### config.mk
export PLATFORM = sky130hd
export DESIGN_NAME = branch_cond_unit
export DESIGN_NICKNAME = d
export VERILOG_FILES = /design/src/rtl/branch_cond_unit.sv
export SDC_FILE = /design/constraint.sdc
export NUM_CORES = 1
export LEC_CHECK = 0
export CAP_MARGIN = 20
export CORE_UTILIZATION = 35
export DETAILED_ROUTE_END_ITERATION = 10
export DONT_BUFFER_PORTS = 1
export PLACE_DENSITY_LB_ADDON = 0.1
export SYNTH_ARGS = -nofsm -noshare
export SYNTH_HDL_FRONTEND = slang
export SYNTH_SLANG_ARGS = --single-unit
### constraint.sdc
create_clock -name clk -period 4.5 [get_ports clk]
set_clock_uncertainty 0.05 [all_clocks]
set_input_delay 0.225 -clock clk [delete_from_list [all_inputs] [get_ports clk]]
set_output_delay 0.225 -clock clk [all_outputs]
set_load 0.01 [all_outputs]
### src/rtl/branch_cond_unit.sv
// Conditional-branch resolution unit: waits for in-flight flag writers, evaluates the
// condition code against zf/sf/of, and emits a one-cycle redirect for taken branches.
module branch_cond_unit #(
    parameter int ADDR_W = 16
) (
    input  logic              clk,
    input  logic              rst,
    input  logic              br_valid,
    input  logic [2:0]        br_cond,
    input  logic [ADDR_W-1:0] br_target,
    input  logic              flags_pending,
    input  logic              zf,
    input  logic              sf,
    input  logic              of,
    input  logic              pipe_flush,
    output logic              br_ready,
    output logic              stall,
    output logic              redirect_valid,
    output logic [ADDR_W-1:0] redirect_pc,
    output logic [15:0]       taken_cnt,
    output logic [15:0]       resolved_cnt
);

    typedef enum logic [1:0] {IDLE, WAIT, EVAL} state_t;

    state_t              state;
    state_t              state_next;
    logic [2:0]          cond_q;
    logic [ADDR_W-1:0]   target_q;
    logic                accept;
    logic                resolve;
    logic                lt;
    logic                taken;

    always_ff @(posedge clk or posedge rst) begin
        if (rst) state <= IDLE;
        else     state <= state_next;
    end

    always_comb begin
        state_next = state;
        if (pipe_flush) begin
            state_next = IDLE;
        end else begin
            case (state)
                IDLE:    if (br_valid) state_next = flags_pending ? WAIT : EVAL;
                WAIT:    if (!flags_pending) state_next = EVAL;
                EVAL:    state_next = IDLE;
                default: state_next = IDLE;
            endcase
        end
    end

    always_comb begin
        br_ready = (state == IDLE);
        stall    = (state != IDLE);
        accept   = br_valid & br_ready & ~pipe_flush;
        // A flush in the EVAL cycle discards the branch: no redirect, no count.
        resolve  = (state == EVAL) & ~pipe_flush;
        lt       = sf ^ of;
        case (cond_q)
            3'b000:  taken = 1'b1;
            3'b001:  taken = zf;
            3'b010:  taken = ~zf;
            3'b011:  taken = lt;
            3'b100:  taken = ~lt;
            3'b101:  taken = ~zf & ~lt;
            3'b110:  taken = zf | lt;
            default: taken = 1'b0;
        endcase
    end

    always_ff @(posedge clk or posedge rst) begin
        if (rst) begin
            cond_q         <= '0;
            target_q       <= '0;
            redirect_valid <= 1'b0;
            redirect_pc    <= '0;
            taken_cnt      <= '0;
            resolved_cnt   <= '0;
        end else begin
            if (accept) begin
                cond_q   <= br_cond;
                target_q <= br_target;
            end
            redirect_valid <= resolve & taken;
            if (resolve & taken) begin
                redirect_pc <= target_q;
            end
            if (resolve) begin
                resolved_cnt <= resolved_cnt + 16'd1;
                if (taken) taken_cnt <= taken_cnt + 16'd1;
            end
        end
    end

endmodule

# Yosys cells after proc, flatten, opt, wreduce, memory -nomap -nowiden

Cells that the tools add are included.

Add/sub/neg operators: 2
$mul: 0
Div/mod/pow operators: 0
Order comparisons: 0
Eq/ne operators: 10
Shift-type cells: 0
Muxes and demuxes: 6
Bitwise operators: 10
Reduce and logical (&&, ||, !) cells: 5

Operators with widths:

| operator                                                         | number |
|---|---|
| 16-bit by 1-bit adder with 16-bit output (second input constant) | 2 |
| 3-bit == test (second input constant)                            | 3 |
| 2-bit two-way mux                                                | 4 |
| 1-bit case mux with 7 select lines                               | 1 |
| 3-bit by 2-bit == test with 1-bit output (second input constant) | 2 |
| 3-bit != test (second input constant)                            | 2 |
| 1-bit bitwise AND                                                | 5 |
| 2-bit case mux with 2 select lines                               | 1 |
| 2-bit AND reduction                                              | 2 |
| 3-bit by 1-bit == test with 1-bit output (second input constant) | 1 |
| 3-bit zero test                                                  | 1 |
| 1-bit inverter                                                   | 3 |
| 2-bit by 1-bit == test with 1-bit output (second input constant) | 1 |
| 2-bit == test (second input constant)                            | 1 |
| 2-bit zero test                                                  | 1 |
| 2-bit nonzero test                                               | 1 |
| 1-bit bitwise OR                                                 | 1 |
| 1-bit bitwise XOR                                                | 1 |

Bits in registers: 70
Latch bits: 0
Memory bits (writable): 0
Memory bits (read-only): 0
Input port bits: 27
Output and inout port bits: 51
Word-level logic and storage cells: 40
Memories: 0

# Depth between registers and ports, before layout

Gate-level depths: netlist (run 1).

Depth after elaboration: 5
Gate-level depth with buffers: 6
Mapped depth without buffers: 5

# Worst setup path after synthesis (run 1)

Ideal clock, no wire load.

Kind: reg2reg
From: register state[0]
To: register redirect_pc[10]
Setup time: 0.125 ns
Arrival time: 1.878 ns
Data required time: 4.325 ns
Slack: 2.448 ns
Cell stages (with the launch flop): 6
Buffers on the path: 1
Clock period less this slack: 2.052 ns
Path through: dfrtp_1 -> nor3b_4 -> o311ai_1 -> nor4_4 -> buf_6 -> mux2_2

Cells in the longest elaborated chain, start to end: 3

Ends and longest elaborated chain:

| element                | RTL line | text |
|---|---|---|
| from (decl)            | 26       | `state_t state;` |
| from (signal assigned) | 37       | `else state <= state_next;` |
| 2-bit == test          | 59       | `resolve = (state == EVAL) & ~pipe_flush;` |
| 1-bit bitwise AND      | 59       |  |
| 1-bit bitwise AND      | 87       | `if (resolve & taken) begin` |
| to (signal assigned)   | 88       | `redirect_pc <= target_q;` |
| to (decl)              | 19       | `output logic [ADDR_W-1:0] redirect_pc,` |

Every way passes these cells.
A chain may end at the register's enable or synchronous reset.

# Worst setup path in the final report (run 1)

From: register state[0]
To: register redirect_pc[1]

The elaborated chain is that of the path after synthesis.

==> results of run 1 <==
logic make-up after synthesis:
logic type / synth area share
muxes: 0.143
and+or+nand+nor: 0.124
DFF: 0.600
xor gates and xnor gates: 0.0931
buffers and inverters: 0.0232
AOI/OAI and AO/OA: 0.00815
adders and majority gates: 0.00857
state kept, by name, indices dropped and copies added, names as in the netlist:
| signal | flops |
|---|---|
| target_q | 16 |
| cond_q | 3 |
| taken_cnt | 16 |
| redirect_valid | 1 |
| state | 2 |
| resolved_cnt | 16 |
| redirect_pc | 16 |
area by class of cell:
class                           count  area, µm²  share of cell area
Clock inverter                      1       7.51             0.00220
Multi-Input combinational cell    130       1100               0.323
Inverter                            4       15.0             0.00440
Sequential cell                    70       1750               0.513
Timing Repair Buffer               26        253              0.0740
Clock buffer                       12        155              0.0455
Tap cell                          102        128              0.0374
synthesized netlist by cell type:
cell type	number	area (µm²)
nor4b_1	1	8.76
nor2_1	4	15.0
buf_6	3	33.8
and2_2	1	7.51
a21oi_1	1	5.00
inv_1	4	15.0
dfrtp_1	70	1750
o211a_1	1	10.0
and4b_2	1	11.3
or2_2	1	6.26
nand3_1	11	55.1
nor4_4	1	21.3
xor2_1	4	35.0
or3b_2	1	8.76
nor3b_1	1	7.51
nand3b_1	1	7.51
and3_1	7	43.8
mux2_2	37	417
clkbuf_1	1	3.75
and3_2	1	7.51
nand4_1	10	62.6
xnor2_1	27	236
and4_2	1	10.0
nor4_1	1	6.26
nand4_2	1	12.5
nor3_1	1	5.00
ha_1	2	25.0
nand2_1	10	37.5
o311ai_1	1	8.76
and4_1	1	8.76
buf_2	3	15.0
nor3b_4	1	18.8
final timing paths:
kind                                   start                to  slack (ps)  depth (start not counted)
worst min register to register  target_q[13]      target_q[13]         450                          1
worst min-delay path              pipe_flush   resolved_cnt[0]          60                          2
worst max-delay path                state[0]    redirect_pc[1]        2250                          5
min in group asynchronous                rst   resolved_cnt[9]         420                          2
max in group asynchronous                rst  resolved_cnt[11]        3030                          3
worst max register to register      state[0]    redirect_pc[1]        2250                          5
power by group:
group          internal (mW)  total, mW  switching, mW
combinational          0.127      0.198         0.0714
clock                  0.221      0.428          0.207
sequential             0.762      0.925          0.163
total                   1.11       1.55          0.442
metal layers:
layer | GRT usage | vias to the layer above
met5 | 0 | -
met4 | 0.0462 | 0
met3 | 0.0610 | 4
met2 | 0.220 | 54
met1 | 0.163 | 858
li1 | - | 791
through the flow:
step,setup WS (ps),power (mW)
2_1_floorplan,2450,1.05
3_3_place_gp,2340,1.10
3_5_place_dp,2270,1.12
4_1_cts,2270,1.58
5_1_grt,2130,1.65
6_report,2250,1.55
==> reports/results.md, run 1 <==
| Parameter | Reported | Unit |
|---|---|---|
| Width of the die | 93.3 | µm |
| Post-synthesis register bit count | 70 | - |
| Count of port buffers added during placement | 0 | - |
| Setup repair bufs after CTS | 0 | - |
| Final max-slew violation count | 0 | - |
| Routed met2 length | 2630 | µm |
| Power density relative to cell area | 455 | nW/µm² |
| Placed wire-length estimate | 3700 | µm |
| Initial antenna violation count | 0 | - |
| Count of cell types in the netlist | 32 | - |
| Wire length reported by the detailed router | 5370 | µm |
| Kind of cell adding the most delay to the critical path | simple AND/OR/NAND/NOR gates | - |
| Mapped Avg Cell Area | 13.8 | µm² |
| Gr usage total | 0.137 | - |
| Worst-Skew Late Latency | 330 | ps |
| Core ar. | 7890 | µm² |
| Routability cong. | 0.729 | - |
| Final non-filler cell area | 3410 | µm² |
| Crit-path cells | nor3b_4 -> o311ai_1 -> nor4_4 -> buf_4 -> mux2_2 | - |
| Status | completed | - |
| Final Cycle Share | 0.500 | - |
| Commonest non-fill, non-tap cells in the layout | dfrtp_1 (70), mux2_2 (37), xnor2_1 (27), dlygate4sd3_1 (23) | - |
| Endpoint arrival time on the critical path | 2400 | ps |
| Number of antenna cells inserted | 0 | - |
| Type of the tightest min-delay check | in2reg | - |
| Final Hold Vio Count | 0 | - |
| Sequential element share of the synthesized area | 0.600 | - |
| Final number of setup-violating endpoints | 0 | - |
| Count of pins on the block boundary | 78 | - |
| Crit-path slowest cell | dfrtp_1 | - |
| Buf+Inv Stages, Crit Path | 1 | - |
| Cells resized by post-CTS repair | 0 | - |
| Uppermost routed layer | met4 | - |
| FP Rows | 32 | - |
| CTS clk-pin slew, worst paths | 70 | ps |
| Slew HR | 0.517 | - |
| Max cap viols | 0 | - |
| Post-synthesis instance area | 2920 | µm² |
| Most common library cell in the layout ignoring fill and taps | dfrtp_1 | - |
| Met1 routed wirelength after detailed routing | 2230 | µm |
| Critical Path RT | 4660 | ps |
| Detailed route wirelength on metal3 | 472 | µm |
| Number of hold buffers added after CTS | 23 | - |
| DRC marker count from the first detailed-route iteration | 22 | - |
| Fillers | 715 | - |
| Dpl cell area | 3020 | µm² |
| Layout Cells excl Fill | 345 | - |
| Max Freq | 445 | MHz |
| Detailed-routing iteration count for the pre-antenna-repair pass | 4 | - |
| Number of design rule violations left after detail routing | 0 | - |
| Setup repair after global routing missed its margin | false | - |
| Highest fanout seen on the critical path | 33 | - |
| TNS Setup | 0 | ps |
| Slew of the pin with the lowest slew margin | 723 | ps |
| Final-stage net count | 270 | - |
| Area growth syn-to-layout | 17.0 | % |
| Wire length of the first global-routing pass | 9100 | µm |
| Vias in the first global route | 1,807 | - |
| Leakage | 1.49 | nW |
| Number of synthesis warnings | 0 | - |
| H-tree levels | 3 | - |
| Number of buffers between clock root and the deepest sink | 2 | - |
| Hold WS | 55.9 | ps |
| Synth Instances | 211 | - |
| TritonCTS clock tree | built | - |
| Number of buffers created by CTS | 9 | - |
| Height of the die | 93.3 | µm |
| Peak supply drop | 0.233 | mV |
| Largest net degree at the start of global routing | 37 | - |
| Die ar. | 8710 | µm² |
| Antenna-violating nets left | 0 | - |
| Number of placed instances with taps included | 309 | - |
| Clock sink count | 70 | - |
| Longest individual stage delay on the worst path | 420 | ps |
| Utilization after layout | 0.433 | - |
| Final worst path period need | 2250 | ps |
| Type of origin of the critical path | flip-flop | - |
| Routed WL per cell | 15.6 | µm |
| Proportion of layout cells with a drive suffix above 1 | 0.259 | - |
| Via Count | 1,707 | - |
| Number of nets produced by synthesis | 240 | - |
| Remaining Overflow, GRT | 0 | - |
| Root Buffer Master | clkbuf_8 | - |
| Average vias per placed instance | 4.95 | - |
| Starting density of the core | 0.370 | - |
| Endpoint class of the critical path | flip-flop | - |
| Crit path kind | reg2reg | - |
Note: power is estimated with default switching activity, not from simulation.
==> run 2, diff against run 1 <==
ABC_AREA = 1   (was unset)
clock period = 2.09 ns   (was 4.5 ns; I/O delays follow)
==> run 2 against run 1 <==
  * Sequential cell count unchanged
  * Critical endpoint is now redirect_pc[8]
  * Worst hold slack improved by 160 ps
  * Global-route usage increased by 2.5 points
==> reports/results.md, run 2 <==
| Parameter | Reported | Unit | Change |
|---|---|---|---|
| Endpoint class of the critical path | flip-flop | - | unchanged |
| CP Launch Point | cond_q[2] | - | was state[0] |
| Switching Share | 0.326 | - | was 0.285 |
| Fraction of met3 tracks used by global routing | 0.0603 | - | was 0.0610 |
| Clk network pwr share | 0.322 | - | was 0.276 |
| Met2 capacity usage during global routing | 0.246 | - | was 0.220 |
| Wire length reported by the detailed router | 7750 | µm | was 5370 µm |
| Top cells by count, synth | nand2_1 (140), dfrtp_1 (70), nand3_1 (46), nor2_1 (37), inv_1 (33) | - | was dfrtp_1 (70), mux2_2 (37), xnor2_1 (27), nand3_1 (11) |
| CTS clk-pin slew, worst paths | 70 | ps | about the same |
| Endpoint arrival time on the critical path | 1830 | ps | was 2400 ps |
| Number of buffers between clock root and the deepest sink | 2 | - | unchanged |
| Post-route setup slack | 441 | ps | was 2250 ps |
| DRC marker count from the first detailed-route iteration | 102 | - | was 22 |
| Internal power component | 2.58 | mW | was 1.11 mW |
| Slack of the worst reg-to-reg path | 440 | ps | was 2250 ps |
| Critical Path RT | 2270 | ps | was 4660 ps |
| NetSw | 1.24 | mW | was 442 µW |
| Initial antenna violation count | 0 | - | unchanged |
| Final non-filler cell area | 4110 | µm² | was 3410 µm² |
| Power density relative to cell area | 929 | nW/µm² | was 455 nW/µm² |
| Count of cell types in the netlist | 28 | - | was 32 |
| Cells resized by post-CTS repair | 0 | - | unchanged |
| Clock sink count | 70 | - | unchanged |
| Most common library cell in the layout ignoring fill and taps | nand2_1 | - | was dfrtp_1 |
| Die ar. | 10,500 | µm² | was 8710 µm² |
| Leading cell types by total area after synthesis | dfrtp_1 (49%), nand2_1 (15%), nand3_1 (6.5%) | - | was dfrtp_1 (60%), mux2_2 (14%), xnor2_1 (8.1%) |
| Count of pins on the block boundary | 78 | - | unchanged |
| Main synth FF type | dfrtp_1 | - | unchanged |
| Gr usage total | 0.162 | - | was 0.137 |
| Status | completed | - | unchanged |
| Power share of the combinational group | 0.158 | - | was 0.128 |
| Number of synthesis warnings | 0 | - | unchanged |
| Slew of the pin with the lowest slew margin | 374 | ps | was 723 ps |
| Root Buffer Master | clkbuf_8 | - | unchanged |
| Dpl cell area | 3640 | µm² | was 3020 µm² |
| Worst hold path stage count | 4 | - | was 2 |
| Post-synthesis register bit count | 70 | - | unchanged |
| Fraction of synthesis flops using an asynchronous set or reset pin | 1.00 | - | unchanged |
| Most instantiated library cell after synthesis | nand2_1 | - | was dfrtp_1 |
| Largest net degree at the start of global routing | 71 | - | was 37 |
| Placed wire-length estimate | 5200 | µm | was 3700 µm |
| Proportion of layout cells with a drive suffix above 1 | 0.124 | - | was 0.259 |
| Sequential element share of the synthesized area | 0.494 | - | was 0.600 |
| Post-synthesis instance area | 3540 | µm² | was 2920 µm² |
| Height of the die | 103 | µm | was 93.3 µm |
| Setup repair bufs after CTS | 0 | - | unchanged |
| Peak supply drop | 0.398 | mV | was 0.233 mV |
| Leakage | 2.04 | nW | was 1.49 nW |
| Setup Slack @ Placement | 420 | ps | was 2270 ps |
| Max Freq | 606 | MHz | was 445 MHz |
| Largest area contributor in the synthesized netlist | dfrtp_1 | - | unchanged |
| Antenna-violating nets left | 0 | - | unchanged |
| Number of antenna cells inserted | 0 | - | unchanged |
| Routed WL per cell | 13.4 | µm | was 15.6 µm |
| Final number of setup-violating endpoints | 0 | - | unchanged |
| Number of design rule violations left after detail routing | 0 | - | unchanged |
| Starting density of the core | 0.363 | - | was 0.370 |
| Worst-Skew Late Latency | 340 | ps | was 330 ps |
| Final Cycle Share | 0.789 | - | was 0.500 |
| Endpoint of the most critical register-to-register path | redirect_pc[8] | - | was redirect_pc[1] |
| Setup repair after global routing missed its margin | false | - | unchanged |
| Remaining Overflow, GRT | 0 | - | unchanged |
| Synth top area share | 0.494 | - | was 0.600 |
| Synth Instances | 410 | - | was 211 |
| H-tree levels | 3 | - | unchanged |
| Count of port buffers added during placement | 0 | - | unchanged |
| Count of flip-flops with a built-in enable after synthesis | 0 | - | unchanged |
| Number of nets produced by synthesis | 439 | - | was 240 |
| FP Rows | 36 | - | was 32 |
| Detailed-routing iteration count for the pre-antenna-repair pass | 4 | - | unchanged |
| TritonCTS clock tree | built | - | unchanged |
| Type of the tightest min-delay check | in2reg | - | unchanged |
| Final-stage net count | 468 | - | was 270 |
| Width of the die | 103 | µm | was 93.3 µm |
| Type of origin of the critical path | flip-flop | - | unchanged |
| Global Route met1 Usage | 0.206 | - | was 0.163 |
| TNS Setup | 0 | ps | unchanged |
| Capture point of the worst path | redirect_pc[8] | - | was redirect_pc[1] |
| Commonest non-fill, non-tap cells in the layout | nand2_1 (140), dfrtp_1 (70), nand3_1 (46), nor2_1 (37), inv_1 (32) | - | was dfrtp_1 (70), mux2_2 (37), xnor2_1 (27), dlygate4sd3_1 (23) |
| Vias in the first global route | 2,491 | - | was 1,807 |
| Crit path kind | reg2reg | - | unchanged |
| Worst r2r src | cond_q[2] | - | was state[0] |
| Total Power | 3.82 | mW | was 1.55 mW |
| Worst Min Path Start | br_valid | - | was pipe_flush |
| Core ar. | 9770 | µm² | was 7890 µm² |
| Mapped Avg Cell Area | 8.64 | µm² | was 13.8 µm² |
| Final worst path period need | 1650 | ps | was 2250 ps |
| Number of buffers created by CTS | 9 | - | unchanged |
| Max cap viols | 0 | - | unchanged |
| Slew HR | 0.751 | - | was 0.517 |
| Final max-slew violation count | 0 | - | unchanged |
| Power share of the sequential group | 0.521 | - | was 0.596 |
| Routability cong. | 0.746 | - | was 0.729 |
| Area growth syn-to-layout | 16.1 | % | was 17.0% |
| Wire length of the first global-routing pass | 12,800 | µm | was 9100 µm |
| Highest fanout seen on the critical path | 32 | - | was 33 |
| Most heavily used metal layer in global routing | met2 | - | unchanged |
| Average vias per placed instance | 4.63 | - | was 4.95 |
| Via Count | 2,670 | - | was 1,707 |
| Final Hold Vio Count | 0 | - | unchanged |
| Number of cells traversed by the worst register-to-register path | 8 | - | was 5 |
run 2: cell types whose count changed after synthesis, sizes merged, moves of 3 or more:
cell,previous run,this run
a21oi,1,5
and3,8,0
buf,6,12
inv,4,36
mux2,37,16
nand2,10,146
nand3,11,46
nand4,11,7
nor2,4,42
nor3,1,4
o21ai,0,7
xnor2,27,7
xor2,4,8
run 2: how the worst min path moves through the flow:
stage                                  to  slack (ps)
after floorplan                  state[1]         120
after global placement    resolved_cnt[3]          50
after detailed placement  resolved_cnt[3]          60
after CTS                       cond_q[1]         210
after global routing            cond_q[1]         220
final                           cond_q[1]         220
run 2: layout make-up:
cell class	count	area (µm²)
flip-flops and latches	70	1750
well taps	133	166
repair buffers	30	300
inverters	36	138
multi-input cells	292	1540
clock buffers	9	124
clock inverters	7	97.6
fillers	1000	5660
run 2: power groups by stage:
| stage | sequential (mW) | clock (mW) | combinational, mW |
|---|---|---|---|
| global placement | 2.03 | 0 | 0.559 |
| detailed placement | 2.03 | 0 | 0.569 |
| floorplan | 1.93 | 0 | 0.498 |
| finish | 1.99 | 1.23 | 0.603 |
| global route | 2.04 | 1.34 | 0.704 |
| CTS | 2.00 | 1.27 | 0.615 |
run 2: logic make-up after synthesis:
family / synth area share
buffers and inverters: 0.0720
XOR/XNOR: 0.0371
multiplexers: 0.0657
adder cells (fa/ha/maj): 0.00706
AND/OR/NAND/NOR: 0.307
flip-flops: 0.494
AO/OA/AOI/OAI: 0.0169
run 2: per-layer routing:
layer | wire, µm | vias up
met1 | 3590 | 1245
met2 | 3490 | 56
met3 | 546 | 10
met5 | 0 | -
li1 | - | 1359
met4 | 113 | 0
run 2: stage by stage:
stage               utilization  cells  hold WS [ps]
floorplan                     -    410           121
global route              0.421    577           223
finish                    0.421    577           218
global placement          0.373    536          55.0
detailed placement        0.373    536          60.2
CTS                       0.421    577           207
run 2: worst max-delay path, stage by stage, from the launching register on:
cell     delay [ps]
dfrtp_1         390
inv_2            90
nand2_1          50
a21oi_1         120
nand3_1         120
nand2_4         240
nand2_4         270
nand2_1         130
nand2_1          60
run 2: timing repair:
action,4_1_cts,5_1_grt
endpoints found under the hold margin,92,0
hold buffers,25,0
endpoints found under the setup margin,0,0
